**src/rtl/deser_pkg.sv**
```systemverilog
// Shared definitions for the serial receiver: aligner state encoding and default parameters.
package deser_pkg;
    typedef enum logic {
        ST_HUNT   = 1'b0,
        ST_LOCKED = 1'b1
    } state_t;

    localparam logic [7:0] SYNC_WORD_DEF  = 8'hBC;
    localparam int         MAX_GAP_DEF    = 64;
    localparam int         FIFO_DEPTH_DEF = 4;
endpackage

```
**src/rtl/deser_fifo.sv**
```systemverilog
// First-word-fall-through output buffer; drops incoming words when full and flags it sticky.
module deser_fifo #(
    parameter int DW    = 8,
    parameter int DEPTH = 4
) (
    input  logic          clk_in,
    input  logic          rst_n,
    input  logic          i_push,
    input  logic [DW-1:0] i_wdata,
    input  logic          i_ready,
    output logic [DW-1:0] o_rdata,
    output logic          o_valid,
    output logic          o_overflow
);
    localparam int AW = $clog2(DEPTH);

    logic [DW-1:0] r_mem [DEPTH];
    logic [AW-1:0] r_wr_ptr;
    logic [AW-1:0] r_rd_ptr;
    logic [AW:0]   r_count;
    logic          r_overflow;
    logic          w_empty;
    logic          w_full;
    logic          w_pop;
    logic          w_wr;

    assign w_empty = (r_count == '0);
    assign w_full  = (r_count == (AW+1)'(DEPTH));
    assign w_pop   = i_ready && !w_empty;
    // A pop on the same edge frees the slot, so a full FIFO can still accept
    assign w_wr    = i_push && (!w_full || w_pop);

    always_ff @(posedge clk_in) begin
        if (w_wr) r_mem[r_wr_ptr] <= i_wdata;
    end

    always_ff @(posedge clk_in or negedge rst_n) begin
        if (!rst_n) begin
            r_wr_ptr   <= '0;
            r_rd_ptr   <= '0;
            r_count    <= '0;
            r_overflow <= 1'b0;
        end else begin
            if (w_wr)  r_wr_ptr <= r_wr_ptr + 1'b1;
            if (w_pop) r_rd_ptr <= r_rd_ptr + 1'b1;
            case ({w_wr, w_pop})
                2'b10:   r_count <= r_count + 1'b1;
                2'b01:   r_count <= r_count - 1'b1;
                default: r_count <= r_count;
            endcase
            if (i_push && !w_wr) r_overflow <= 1'b1;
        end
    end

    assign o_valid    = !w_empty;
    assign o_rdata    = w_empty ? '0 : r_mem[r_rd_ptr];
    assign o_overflow = r_overflow;
endmodule

```
**src/rtl/deser_rx.sv**
```systemverilog
// Serial-to-parallel receiver: LSB-first shifter, sync-word aligner (HUNT/LOCKED) and output FIFO.
module deser_rx
    import deser_pkg::*;
#(
    parameter logic [7:0] SYNC_WORD  = SYNC_WORD_DEF,
    parameter int         MAX_GAP    = MAX_GAP_DEF,
    parameter int         FIFO_DEPTH = FIFO_DEPTH_DEF
) (
    input  logic       clk_in,
    input  logic       rst_n,
    input  logic       en,
    input  logic       ser_data,
    input  logic       data_ready,
    output logic [7:0] data_out,
    output logic       data_valid,
    output logic       locked,
    output logic       overflow
);
    localparam int GW = $clog2(MAX_GAP + 1);

    state_t        r_state;
    state_t        w_state_nxt;
    logic [7:0]    r_shift;
    logic [7:0]    w_shift_nxt;
    logic [2:0]    r_bit_cnt;
    logic [GW-1:0] r_gap;
    logic [GW-1:0] w_gap_inc;
    logic          w_word_done;
    logic          w_is_sync;
    logic          w_gap_hit;
    logic          w_push;

    assign w_shift_nxt = {ser_data, r_shift[7:1]};
    assign w_is_sync   = (w_shift_nxt == SYNC_WORD);
    assign w_word_done = en && (r_state == ST_LOCKED) && (r_bit_cnt == 3'd7);
    assign w_gap_inc   = r_gap + 1'b1;
    assign w_gap_hit   = (w_gap_inc == GW'(MAX_GAP));

    always_ff @(posedge clk_in or negedge rst_n) begin
        if (!rst_n) r_state <= ST_HUNT;
        else        r_state <= w_state_nxt;
    end

    always_comb begin
        w_state_nxt = r_state;
        if (!en) begin
            w_state_nxt = ST_HUNT;
        end else begin
            case (r_state)
                ST_HUNT:   if (w_is_sync) w_state_nxt = ST_LOCKED;
                ST_LOCKED: if (w_word_done && !w_is_sync && w_gap_hit) w_state_nxt = ST_HUNT;
                default:   w_state_nxt = ST_HUNT;
            endcase
        end
    end

    always_comb begin
        locked = (r_state == ST_LOCKED);
        w_push = w_word_done && !w_is_sync;
    end

    // Counters sit at zero throughout HUNT, so they are already cleared on the lock edge
    always_ff @(posedge clk_in or negedge rst_n) begin
        if (!rst_n) begin
            r_shift   <= 8'h00;
            r_bit_cnt <= 3'd0;
            r_gap     <= '0;
        end else if (!en) begin
            r_bit_cnt <= 3'd0;
            r_gap     <= '0;
        end else begin
            r_shift <= w_shift_nxt;
            if (r_state == ST_HUNT) begin
                r_bit_cnt <= 3'd0;
                r_gap     <= '0;
            end else begin
                r_bit_cnt <= r_bit_cnt + 3'd1;
                if (w_word_done) r_gap <= w_is_sync ? '0 : w_gap_inc;
            end
        end
    end

    deser_fifo #(.DW(8), .DEPTH(FIFO_DEPTH)) u_fifo (
        .clk_in    (clk_in),
        .rst_n     (rst_n),
        .i_push    (w_push),
        .i_wdata   (w_shift_nxt),
        .i_ready   (data_ready),
        .o_rdata   (data_out),
        .o_valid   (data_valid),
        .o_overflow(overflow)
    );
endmodule

```
**config.mk**
```make
export PLATFORM = sky130hd
export DESIGN_NAME = deser_rx
export DESIGN_NICKNAME = d
export VERILOG_FILES = /design/src/rtl/deser_pkg.sv /design/src/rtl/deser_fifo.sv /design/src/rtl/deser_rx.sv
export SDC_FILE = /design/constraint.sdc
export NUM_CORES = 1
export LEC_CHECK = 0
export CAP_MARGIN = 10
export CORE_ASPECT_RATIO = 1.25
export CORE_UTILIZATION = 30
export CTS_CLUSTER_SIZE = 16
export DETAILED_ROUTE_END_ITERATION = 12
export GPL_ROUTABILITY_DRIVEN = 0
export REMOVE_ABC_BUFFERS = 1
export SYNTH_ARGS = -nofsm -noshare
export SYNTH_HDL_FRONTEND = slang
export SYNTH_HIERARCHICAL = 1
export SYNTH_SLANG_ARGS = --single-unit
```
**constraint.sdc**
```tcl
create_clock -name clk_in -period 3.57 [get_ports clk_in]
set_clock_uncertainty 0.1 [all_clocks]
set_input_delay 0.357 -clock clk_in [delete_from_list [all_inputs] [get_ports clk_in]]
set_output_delay 0.357 -clock clk_in [all_outputs]
set_load 0.005 [all_outputs]
```
======== Yosys cells after proc, flatten, opt, wreduce, memory -nomap -nowiden ========
Memories as Yosys holds them, arrays and structs flattened.
Cells that the tools add are included.
word-level totals
  flip-flop bits (word level) ............. 27
  RAM bits ................................ 32
  input port bits ......................... 5
  output and inout port bits .............. 11
  logic and storage cells ................. 51
  memories ................................ 1
cells by class
  $add $sub $neg .......................... 6
  eq/ne operators ......................... 7
  mux-type cells .......................... 14
  bitwise logic cells ..................... 1
  reductions and logical operators ........ 14
memory list
  memory        words  bits a word  rd ports  clocked after Yosys merged registers in  wr ports  RTL line          RTL
  u_fifo.r_mem  4      8            1         0                                        1         deser_fifo.sv:17  logic [DW-1:0] r_mem [DEPTH];
operators by type and width
  operator                                                count
  two-way mux 7 bit                                       4
  equality test 8 bit (second input constant)             1
  two-way mux 8 bit                                       1
  adder 7 x 1 -> 7 bit (second input constant)            1
  equality test 7 bit (second input constant)             1
  logical AND 1 bit                                       7
  adder 3 x 1 -> 3 bit (second input constant)            2
  equality test 3 bit (second input constant)             2
  two-way mux 3 bit                                       2
  one-hot mux 3 bit (2 select lines)                      1
  two-way mux 1 bit                                       5
  adder 2 x 1 -> 2 bit (second input constant)            2
  logical NOT 1 bit                                       4
  logical NOT 3 bit                                       1
  inequality test 3 x 2 -> 1 bit (second input constant)  1
  subtractor 3 x 1 -> 3 bit (second input constant)       1
  equality test 2 x 1 -> 1 bit (second input constant)    1
  equality test 2 bit (second input constant)             1
  one-hot mux 1 bit (2 select lines)                      1
  nonzero test 2 bit                                      1
  logical OR 1 bit                                        1
  NOT 1 bit                                               1

======== Depth between registers and ports, before layout ========
Gate-level depths: netlist of run 1.
  depth after elaboration ................. 7
  gate-level depth with buffers ........... 11
  mapped depth without buffers ............ 9

======== Hierarchy ========
Netlist of run 1, hierarchy kept.
by module, submodules not included
  module      times used  cells each  area each (um^2)  sequential area each (um^2)
  deser_fifo  1           103         1,776.7           1,161.1
  deser_rx    1           72          882.1             450.4

======== Worst setup path after synthesis of run 1 ========
No wires, ideal clock.
  path kind ............................... reg-to-reg
  from .................................... register r_bit_cnt[0]
  to ...................................... register u_fifo.r_count[1]
  setup time .............................. 87 ps
  arrival time ............................ 2,522 ps
  data required time ...................... 3,383 ps
  slack ................................... 861 ps
  stages on the path, launching flop included .. 12
  buffers on the path ..................... 2
  cells stage by stage .................... dfrtp_1 ha_1 ha_1 and3_1 o41a_1 buf_6 buf_2 or2_2 fa_1 o21ba_2 o211ai_1 a22oi_1
on the way
  longest elaborated chain between the ends .. 6
ends and longest elaborated chain
  what                                                                             RTL line          RTL
  start: declaration                                                               deser_rx.sv:25    logic [2:0] r_bit_cnt;
  start signal: assignment                                                         deser_rx.sv:77    r_bit_cnt <= r_bit_cnt + 3'd1;
  equality test 3 bit (*)                                                          deser_rx.sv:35    assign w_word_done = en && (r_state == ST_LOCKED) && (r_bit_cnt == 3'd7);
  logical AND 1 bit (*)                                                            deser_rx.sv:35
  logical AND 1 bit (*)                                                            deser_rx.sv:59    w_push = w_word_done && !w_is_sync;
  named net w_push                                                                 deser_rx.sv:31    logic w_push;
  logical AND 1 bit (*)                                                            deser_fifo.sv:31  assign w_wr = i_push && (!w_full || w_pop);
  equality test 2 x 1 -> 1 bit / equality test 2 bit (equally long branches)       deser_fifo.sv:46  case ({w_wr, w_pop})
  one-hot mux 3 bit (2 select lines) / nonzero test 2 bit (equally long branches)  -
  end signal: assignment                                                           deser_fifo.sv:47  2'b10: r_count <= r_count + 1'b1;
  end signal: assignment                                                           deser_fifo.sv:48  2'b01: r_count <= r_count - 1'b1;
  end signal: assignment                                                           deser_fifo.sv:49  default: r_count <= r_count;
  end: declaration                                                                 deser_fifo.sv:20  logic [AW:0] r_count;
Mark *: on every way through the listed nets, which the timed path passes. The rest lies on a longest branch.
A chain may end at the register's enable or synchronous reset.

======== Final worst setup path of run 1 ========
  from .................................... register u_fifo.r_rd_ptr[0]
  to ...................................... output port data_out[1]
on the way
  longest elaborated chain between the ends .. 2
ends and longest elaborated chain
  what                      RTL line          RTL
  start: declaration        deser_fifo.sv:19  logic [AW-1:0] r_rd_ptr;
  start signal: assignment  deser_fifo.sv:45  if (w_pop) r_rd_ptr <= r_rd_ptr + 1'b1;
  memory (4 x 8 bit)        -
  two-way mux 8 bit         deser_fifo.sv:56  assign o_rdata = w_empty ? '0 : r_mem[r_rd_ptr];
  end: declaration          deser_rx.sv:14    output logic [7:0] data_out,
Every way passes these cells.

==> flow_metrics.py, run 1 <==
metrics = {
    "detailed_routing": {
        "viasPerCell": 4.531,
        "drc": 0,
        "wl_um": 4550,
        "wl_per_cell_um": 14.13,
        "antenna_left": 0,
        "drt_iter0_drc": 71,
        "vias": 1459,
        "firstDrtPassIters": 4,
    },
    "clock_tree": {
        "cts-buffers-inserted": 9,
        "htree_num_levels": 3,
        "path_clk_slew_ps": 70,
        "cts_tree": "done",
        "cts_sinks": 58,
        "cts_resized": 0,
        "clockBufferDepth": 2,
        "clock_latency_ps": 330,
        "root_buffer": "clkbuf_8",
        "postCtsHoldBufs": 0,
        "post-cts-setup-buffer-count": 0,
    },
    "global_route": {
        "grt_pass1_vias": 1491,
        "grt_pass1_wl_um": 7569,
        "grt_overflow": 0,
        "grt_max_degree": 27,
        "antenna_found_initial": 0,
        "grt_use_total": 0.1115,
    },
    "floorplanning": {
        "dieWidth_um": 86.20,
        "core_area_um2": 8653,
        "start_util": 0.3073,
        "dieArea_um2": 9245,
        "num_rows": 38,
        "die_h_um": 107.3,
        "io_pins": 16,
    },
    "sta": {
        "relSlewSlack": 0.5803,
        "fmax_mhz": 366.3,
        "hold_viol_final": 0,
        "grt_setup_unrepaired": "no",
        "fin_crit_sh": 0.7648,
        "setup_violations": 0,
        "finalCriticalPeriod_ps": 2730,
        "setup_ws_ps": 839.8,
        "drv_slew": 0,
        "fin_setup_tns_ps": 0,
        "worst_slew_pin_slew_ps": 629.5,
    },
    "logic_synthesis": {
        "synth_ff_type": "edfxtp_1",
        "yosysSeqAreaShare": 0.6061,
        "syn_inst": 175,
        "async_reset_ff_frac": 0.4483,
        "avgSynthCellArea_um2": 15.19,
        "synth-seq-cells": 58,
        "synth_enable_flop_cells": 32,
        "synth_top_area_share": 0.3614,
        "yosys_warnings": 6,
        "synth_top_area_cell": "edfxtp_1",
        "synth_area_um2": 2659,
        "synth_cell_types": 47,
        "synth_area_leaders": "edfxtp_1 36%, dfrtp_1 24%, mux4_2 6.8%",
    },
    "power_and_ir_drop": {
        "p_leak_nw": 1.217,
        "switchingPower_w": 0.0005367,
        "p_sw_frac": 0.2668,
        "p_int_w": 0.001475,
        "clkPwrFrac": 0.337,
        "seqPwrFrac": 0.443,
        "p_total_w": 0.002012,
        "power_density_nw_per_um2": 638.3,
        "combinationalPowerShare": 0.220,
        "peakVddDrop_v": 0.0002473,
    },
    "final_layout": {
        "drive_gt1_frac": 0.2475,
        "layout_common_cells": "32 x edfxtp_1, 26 x dfrtp_1, 15 x clkdlybuf4s50_1, 11 x and2_1, 9 x clkbuf_8",
        "areaGrowthSynthToFinish_pct": 18.54,
        "final_cell_area_um2": 3152,
        "fin_nets": 211,
        "layout.cells.most_common": "edfxtp_1",
        "antennaDiodeCount": 0,
    },
    "status": {
        "outcome": "completed",
    },
    "placed_design": {
        "pre_cts_slack_ps": 595.6,
        "place_hpwl_um": 2932,
        "port_buffers": 15,
        "postPlaceCellArea_um2": 2927,
    },
    "critical_path": {
        "worstPathArrival_ps": 2270,
        "start_kind": "flip-flop",
        "path_class": "flip-flop to primary output",
        "endpoint_kind": "primary output",
        "slowest_delay_ps": 750,
        "path_cells": "mux4_2 > and2_2 > clkdlybuf4s50_1",
        "cp_top_family": "flip-flops",
        "required_ps": 3110,
        "crit_fanout": 10,
        "cp_num_buf_inv": 1,
        "crit_slowest_cell": "dfrtp_1",
    },
    "min_path": {
        "hold_class": "primary input to asynchronous set/reset pin",
    },
    "run": {
        "drv_cap": 0,
    },
}
-- Yosys cell counts, types with 2 or more instances --
| cell type | n |
|---|---|
| inv_1 | 5 |
| edfxtp_1 | 32 |
| and3_1 | 6 |
| nand3_1 | 4 |
| mux2_2 | 8 |
| a21oi_1 | 2 |
| or3_1 | 2 |
| xor2_1 | 3 |
| a21o_1 | 2 |
| buf_4 | 2 |
| buf_2 | 2 |
| ha_1 | 8 |
| nand2_1 | 6 |
| buf_6 | 3 |
| mux2i_1 | 2 |
| o21ai_0 | 3 |
| mux4_2 | 8 |
| dfrtp_1 | 26 |
| a22o_2 | 3 |
| nor2_1 | 6 |
| xnor2_1 | 4 |
| o211ai_1 | 3 |
| and2_1 | 11 |
-- registers in the layout, indices dropped and copies added (netlist names) --
signal and flops:
u_fifo/r_mem 32, r_bit_cnt 3, locked 1, r_shift 7
u_fifo/r_count 3, r_gap 7, u_fifo/o_overflow 1, u_fifo/r_rd_ptr 2
u_fifo/r_wr_ptr 2
-- power groups by stage --
stage | Clock (W) | Sequential (W) | Combinational [W]
after global placement | 0 | 0.000907 | 0.000445
after floorplan | 0 | 0.000869 | 0.000273
after detailed placement | 0 | 0.000910 | 0.000453
after CTS | 0.000692 | 0.000898 | 0.000453
final | 0.000677 | 0.000892 | 0.000443
after global routing | 0.000722 | 0.000912 | 0.000492
-- layout make-up --
type / instances / area [um^2]
Fill cell: 866 / 5502
Sequential cell: 58 / 1612
Multi-Input combinational cell: 104 / 965.9
Timing Repair Buffer: 19 / 180.2
Tap cell: 120 / 150.1
Clock buffer: 9 / 123.9
Clock inverter: 7 / 101.3
Inverter: 5 / 18.77
-- per-layer routing --
| metal | part of all wire | routed length [um] | track usage | up-vias |
|---|---|---|---|---|
| met5 | 0 | 0 | 0 | - |
| met1 | 0.46 | 2072 | 0.1305 | 737 |
| met3 | 0.027 | 122 | 0.03681 | 4 |
| met2 | 0.51 | 2299 | 0.1848 | 19 |
| li1 | - | - | - | 699 |
| met4 | 0.012 | 55 | 0.05000 | 0 |
-- through the flow --
step           utilization  hold WS, ps  instances
5_1_grt             0.3642        341.1        322
3_5_place_dp        0.3382        326.8        306
6_report            0.3642        293.3        322
4_1_cts             0.3642        295.7        322
3_3_place_gp        0.3382        321.8        306
2_1_floorplan            -       -38.59        167
-- worst reg2reg max path: cells and delay by family (launching register included) --
family          cells  cell delay, ps
compound gates      4             910
fa+ha+maj           1             450
flops               1             450
simple gates        2             560
-- worst paths after layout --
path                                     from                end  slack (ps)  depth (start not counted)
setup / recovery           u_fifo/r_rd_ptr[0]        data_out[1]         840                          3
max in group asynchronous               rst_n         r_shift[4]        2810                          2
min in group clk_in              r_bit_cnt[0]       r_bit_cnt[0]         330                          1
hold / removal                          rst_n           r_gap[2]         290                          2
setup reg to reg                   r_shift[7]  u_fifo/r_count[1]        1020                          7
hold reg to reg                  r_bit_cnt[0]       r_bit_cnt[0]         330                          1
-- logic make-up (layout without fill, tap and decap cells) --
| kind of cell | Yosys count | count (layout) | share of synthesized area |
|---|---|---|---|
| DFF | 58 | 58 | 0.6061 |
| adders and majority gates | 9 | 9 | 0.04518 |
| muxes | 19 | 19 | 0.1148 |
| xor gates and xnor gates | 7 | 7 | 0.02306 |
| AOI/OAI and AO/OA | 23 | 23 | 0.07153 |
| and+or+nand+nor | 46 | 46 | 0.1087 |
| buffers and inverters | 13 | 40 | 0.03059 |
No activity file was read; power rests on OpenSTA's default activity.
==> run 2: changes to the inputs <==
==> constraint.sdc (replaced) <==
create_clock -name clk_in -period 2.51 [get_ports clk_in]
set_clock_uncertainty 0.1 [all_clocks]
set_input_delay 0.251 -clock clk_in [delete_from_list [all_inputs] [get_ports clk_in]]
set_output_delay 0.251 -clock clk_in [all_outputs]
set_load 0.005 [all_outputs]
==> run 2 against run 1 <==
Against the previous run:
- sequential cell count unchanged
- clock power increased by 24%
- critical path depth increased by 6
- worst setup slack got worse by 770 ps
- combinational power increased by 77%
- non-clock buffer count increased by 9
- cell count increased by 2.8%
==> flow_metrics.py, run 2 (synthesis results as in run 1) <==
metrics = {
    "sta": {
        "finalCriticalPeriod_ps": 2444,
        "hold_viol_final": 0,
        "fmax_mhz": 409.2,
        "fin_setup_tns_ps": 0,
        "hold_ws_ps": 168.6,
        "setup_ws_ps": 66.04,
        "relSlewSlack": 0.6223,
        "drv_slew": 0,
        "fin_crit_sh": 0.9737,
        "setup_violations": 0,
        "worst_slew_pin_slew_ps": 564.4,
    },
    "power_and_ir_drop": {
        "power_density_nw_per_um2": 883.0,
        "peakVddDrop_v": 0.0002477,
        "p_leak_nw": 1.251,
    },
    "critical_path": {
        "cp_num_buf_inv": 0,
        "worstPathArrival_ps": 2590,
        "path_class": "flip-flop to flip-flop",
        "regToRegSetupSlack_ps": 70,
        "slowest_delay_ps": 480,
        "cp_top_family": "adder cells",
        "reg2reg_to": "u_fifo/r_count[1]",
        "crit_slowest_cell": "fa_1",
        "crit_fanout": 2,
        "path_cells": "ha_2 > ha_2 > and3_1 > o41a_1 > or2_4 > fa_1 > o21ba_4 > o211ai_1 > a22oi_1",
        "required_ps": 2660,
        "endpoint_kind": "flip-flop",
        "reg2reg_from": "r_bit_cnt[0]",
        "start_kind": "flip-flop",
        "reg2reg_depth": 9,
        "cp_common_cell": "ha_2",
    },
    "clock_tree": {
        "root_buffer": "clkbuf_8",
        "clock_latency_ps": 330,
        "cts-buffers-inserted": 9,
        "htree_num_levels": 3,
        "path_clk_slew_ps": 70,
        "clockBufferDepth": 2,
        "cts_tree": "done",
        "postCtsHoldBufs": 0,
        "cts_sinks": 58,
    },
    "floorplanning": {
        "die_h_um": 107.3,
        "io_pins": 16,
        "num_rows": 38,
        "dieArea_um2": 9245,
        "dieWidth_um": 86.20,
        "core_area_um2": 8653,
        "start_util": 0.3073,
    },
    "detailed_routing": {
        "drc": 0,
        "viasPerCell": 4.577,
        "wl_per_cell_um": 14.19,
        "vias": 1515,
        "wl_um": 4698,
        "firstDrtPassIters": 3,
        "drt_iter0_drc": 44,
        "antenna_left": 0,
    },
    "global_route": {
        "grt_max_degree": 27,
        "grt_pass1_vias": 1532,
        "antenna_found_initial": 0,
        "grt_pass1_wl_um": 7445,
        "grt_use_total": 0.1079,
        "grt_overflow": 0,
    },
    "placed_design": {
        "placed_cells": 313,
        "port_buffers": 15,
        "place_hpwl_um": 3051,
        "pre_cts_slack_ps": -321.4,
    },
    "final_layout": {
        "largest_reg_flops": 32,
        "fin_nets": 220,
        "fillCellCount": 842,
        "instances_no_fill": 331,
        "areaGrowthSynthToFinish_pct": 20.71,
        "layout_common_cells": "32 x edfxtp_1, 26 x dfrtp_1, 14 x clkdlybuf4s50_1, 13 x buf_4, 9 x clkbuf_8",
        "layout.cells.most_common": "edfxtp_1",
        "largest_registers": "u_fifo/r_mem (32), r_gap (7), r_shift (7)",
        "antennaDiodeCount": 0,
        "drive_gt1_frac": 0.3081,
        "largest-register": "u_fifo/r_mem",
    },
    "status": {
        "outcome": "completed",
    },
    "min_path": {
        "whs_path_depth": 1,
        "hold_class": "primary input to flip-flop",
        "hp-start": "ser_data",
        "whs_endpoint": "u_fifo/r_mem[3][7]",
    },
    "run": {
        "drv_cap": 0,
    },
}
-- run 2: cell types whose count changed in the layout (fill, tap and decap cells not counted), sizes merged --
cell	before	now
buf	4	13
clkinvlp	2	4
inv	7	5
bufinv	2	1
clkdlybuf4s50	15	14
clkinv	1	2
dlymetal6s2s	0	1
-- run 2: worst max-delay path by stage --
stage	slack [ps]	endpoint	cells past startpoint	from
finish	70	u_fifo/r_count[1]	9	r_bit_cnt[0]
CTS	40	u_fifo/r_count[1]	9	r_bit_cnt[0]
global route	-6	u_fifo/r_count[1]	9	r_bit_cnt[0]
global placement	-290	u_fifo/r_count[1]	8	ser_data
floorplan	-120	u_fifo/r_count[1]	9	r_bit_cnt[0]
detailed placement	-320	u_fifo/r_count[1]	8	ser_data
-- run 2: what timing repair did --
action	4_1_cts	5_1_grt
resized for setup	1	8
setup endpoints to repair	1	33
buffers inserted	0	2
pin swaps	1	3
-- run 2: layer usage --
| layer | share of wire | wire length [um] | vias up | global-route usage |
|---|---|---|---|---|
| li1 | - | - | 722 | - |
| met1 | 0.47 | 2207 | 766 | 0.1288 |
| met2 | 0.48 | 2256 | 19 | 0.1808 |
| met3 | 0.033 | 157 | 8 | 0.03067 |
| met4 | 0.016 | 76 | 0 | 0.04643 |
| met5 | 0 | 0 | - | 0 |
-- run 2: layout make-up --
| cell class | instances | area (um^2) | share of cell area |
|---|---|---|---|
| Sequential cell | 58 | 1612 | 0.5021 |
| Timing Repair Buffer | 28 | 250.2 | 0.07797 |
| Clock inverter | 7 | 70.07 | 0.02183 |
| Multi-Input combinational cell | 104 | 984.7 | 0.3068 |
| Clock buffer | 9 | 123.9 | 0.03860 |
| Inverter | 5 | 18.77 | 0.005848 |
| Tap cell | 120 | 150.1 | 0.04678 |
-- run 2: worst reg2reg max path: stages, from the launching register on --
cell and delay (ps):
dfrtp_1 390, ha_2 190, ha_2 170, and3_1 190, o41a_1 120, or2_4 240
fa_1 480, o21ba_4 230, o211ai_1 80, a22oi_1 190
-- run 2: through the flow --
step / util / cell area, um^2 / total power (W)
after global placement: 0.3443 / 2979 / 0.001970
after detailed placement: 0.3443 / 2979 / 0.001991
after global routing: 0.3709 / 3209 / 0.002964
after CTS: 0.3670 / 3176 / 0.002830
final: 0.3709 / 3209 / 0.002834
after floorplan: - / 2596 / 0.001625
-- run 2: power by group --
part	internal, W	total [W]	switching, W	leakage, nW
sequential	0.00110	0.00121	0.000112	0.623
combinational	0.000506	0.000783	0.000277	0.541
clock	0.000454	0.000838	0.000385	0.0873
total	0.00206	0.00283	0.000774	1.25
==> run 3: changes to the inputs <==
--- a/config.mk
+++ b/config.mk
@@ -10,7 +10,9 @@
 export CORE_UTILIZATION = 30
 export CTS_CLUSTER_SIZE = 16
 export DETAILED_ROUTE_END_ITERATION = 12
+export DONT_BUFFER_PORTS = 1
 export GPL_ROUTABILITY_DRIVEN = 0
+export GPL_TIMING_DRIVEN = 0
 export REMOVE_ABC_BUFFERS = 1
 export SYNTH_ARGS = -nofsm -noshare
 export SYNTH_HDL_FRONTEND = slang
==> constraint.sdc (replaced) <==
create_clock -name clk_in -period 2.3 [get_ports clk_in]
set_clock_uncertainty 0.1 [all_clocks]
set_input_delay 0.23 -clock clk_in [delete_from_list [all_inputs] [get_ports clk_in]]
set_output_delay 0.23 -clock clk_in [all_outputs]
set_load 0.005 [all_outputs]
==> run 3 against run 2 <==
Against the previous run:
- the flow now finishes with violations (setup timing)
- via count is 3.0% lower
- largest cell class unchanged
- hold slack worse by 120 ps
- register-to-register slack worse by 150 ps
- critical path type unchanged
- clock-buffer cell count is 2 higher
- cell count is 4.8% lower
==> flow_metrics.py, run 3 (synthesis results as in run 1) <==
metrics = {
    "status": {
        "outcome": "complete, but fails checks",
        "violations": "setup timing",
    },
    "detailed_routing": {
        "drc": 0,
        "drt_iter0_drc": 69,
        "wl_per_cell_um": 14.91,
        "vias": 1469,
        "wl_um": 4697,
        "antenna_left": 0,
        "viasPerCell": 4.663,
        "firstDrtPassIters": 4,
    },
    "critical_path": {
        "path_cells": "nand4b_1 > o41a_4 > or2_4 > fa_2 > o21ba_4 > o211ai_1 > a22oi_1",
        "endpoint_kind": "flip-flop",
        "required_ps": 2430,
        "worstPathArrival_ps": 2510,
        "regToRegSetupSlack_ps": -80,
        "slowest_delay_ps": 420,
        "reg2reg_depth": 7,
        "reg2reg_to": "u_fifo/r_count[1]",
        "crit_fanout": 2,
        "startpoint": "r_shift[7]",
        "reg2reg_from": "r_shift[7]",
        "path_class": "flip-flop to flip-flop",
        "crit_slowest_cell": "fa_2",
        "start_kind": "flip-flop",
    },
    "sta": {
        "hold_ws_ps": 47.68,
        "grt_setup_unrepaired": "yes",
        "setup_ws_ps": -82.53,
        "hold_viol_final": 0,
        "drv_slew": 0,
        "finalCriticalPeriod_ps": 2383,
        "setup_violations": 1,
        "worst_slew_pin_slew_ps": 514.1,
        "fin_crit_sh": 1.036,
        "relSlewSlack": 0.6560,
        "fmax_mhz": 419.7,
    },
    "final_layout": {
        "layout.cells.most_common": "edfxtp_1",
        "largest_reg_flops": 32,
        "fillCellCount": 859,
        "largest-register": "u_fifo/r_mem",
        "fin_nets": 204,
        "largest_registers": "u_fifo/r_mem (32), r_gap (7), r_shift (7)",
        "areaGrowthSynthToFinish_pct": 15.76,
        "final_cell_area_um2": 3078,
        "drive_gt1_frac": 0.3179,
        "antennaDiodeCount": 0,
        "layout_common_cells": "32 x edfxtp_1, 22 x dfrtp_1, 9 x clkbuf_8, 8 x mux2_2, 8 x mux4_2",
    },
    "placed_design": {
        "place_hpwl_um": 2801,
        "port_buffers": 0,
        "postPlaceCellArea_um2": 2746,
    },
    "power_and_ir_drop": {
        "power_density_nw_per_um2": 886.7,
        "seqPwrFrac": 0.511,
        "p_int_w": 0.001952,
        "p_total_w": 0.002729,
        "peakVddDrop_v": 0.0003238,
        "clkPwrFrac": 0.270,
        "switchingPower_w": 0.0007767,
        "p_sw_frac": 0.2846,
        "combinationalPowerShare": 0.219,
        "p_leak_nw": 1.170,
    },
    "global_route": {
        "grt_use_total": 0.1126,
        "grt_pass1_vias": 1437,
        "grt_max_degree": 27,
        "antenna_found_initial": 0,
        "grt_pass1_wl_um": 7596,
        "grt_overflow": 0,
    },
    "clock_tree": {
        "cts_sinks": 58,
        "cts-buffers-inserted": 9,
        "htree_num_levels": 3,
        "clockBufferDepth": 2,
        "clock_latency_ps": 320,
        "cts_tree": "done",
        "path_clk_slew_ps": 60,
        "root_buffer": "clkbuf_8",
    },
    "floorplanning": {
        "io_pins": 16,
        "start_util": 0.3073,
        "dieWidth_um": 86.20,
        "dieArea_um2": 9245,
        "num_rows": 38,
        "die_h_um": 107.3,
        "core_area_um2": 8653,
    },
    "min_path": {
        "hp-start": "data_ready",
        "whs_path_depth": 2,
        "whs_endpoint": "u_fifo/o_overflow",
        "hold_class": "primary input to flip-flop",
    },
    "run": {
        "drv_cap": 0,
    },
}
==> run 3: changes by cell type in the layout (fill, tap and decap cells not counted), sizes merged, moves of 2 or more <==
cell	previous run	this run
clkdlybuf4s50	14	0
clkinv	2	5
clkbuf	9	11
dlygate4sd3	0	5
buf	13	6
clkinvlp	4	0
==> run 3: worst max-delay path: cells and delay by family, from the launching register on <==
kind / cells / cell delay (ps)
AO/OA/AOI/OAI: 4 / 900
AND/OR/NAND/NOR: 2 / 480
adder cells (fa/ha/maj): 1 / 420
flip-flops: 1 / 390
==> run 3: cell type report <==
class | count | area [um^2] | share of cell area
clock buffers | 11 | 131.4 | 0.04268
clock inverters | 5 | 22.52 | 0.007317
inverters | 5 | 18.77 | 0.006098
multi-input cells | 105 | 1031 | 0.3350
flip-flops and latches | 58 | 1617 | 0.5252
well taps | 120 | 150.1 | 0.04878
repair buffers | 11 | 107.6 | 0.03496
==> run 3: worst max-delay path by stage <==
stage,end,cells after the start,slack [ps]
6_report,u_fifo/r_count[1],7,-80
5_1_grt,u_fifo/r_count[1],7,-180
2_1_floorplan,u_fifo/r_count[1],9,-330
3_5_place_dp,u_fifo/r_count[1],7,-690
4_1_cts,u_fifo/r_count[1],9,-120
3_3_place_gp,u_fifo/r_count[1],7,-660
==> run 3: what timing repair did <==
action	in CTS	in global routing
pin swaps	4	5
gates cloned	1	0
buffers inserted	5	0
gates resized for setup	14	5
endpoints found under the hold margin	44	0
endpoints found under the setup margin	36	37
hold buffers	6	0
==> run 3: routing by layer <==
layer  global-route usage  up-vias  routed length, um
li1                     -      695                  -
met1               0.1326      740               2044
met2               0.1859       27               2380
met3              0.03528        7                201
met4              0.05357        0                 71
met5                    0        -                  0
==> run 3: per-stage QoR <==
| stage | TNS [ps] | setup slack [ps] | util | std cells |
|---|---|---|---|---|
| 2_1_floorplan | -558.7 | -330.3 | - | 167 |
| 3_3_place_gp | -17490 | -662.8 | 0.3174 | 287 |
| 3_5_place_dp | -19080 | -686.5 | 0.3174 | 287 |
| 4_1_cts | -155.5 | -116.8 | 0.3530 | 315 |
| 5_1_grt | -194.7 | -184.4 | 0.3557 | 315 |
| 6_report | -82.53 | -82.53 | 0.3557 | 315 |
==> run 3: power groups by stage <==
stage	sequential [W]	combinational (W)	clock [W]
5_1_grt	0.00142	0.000670	0.000817
6_report	0.00139	0.000598	0.000737
3_3_place_gp	0.00141	0.000485	0
4_1_cts	0.00140	0.000584	0.000761
2_1_floorplan	0.00135	0.000424	0
3_5_place_dp	0.00141	0.000494	0
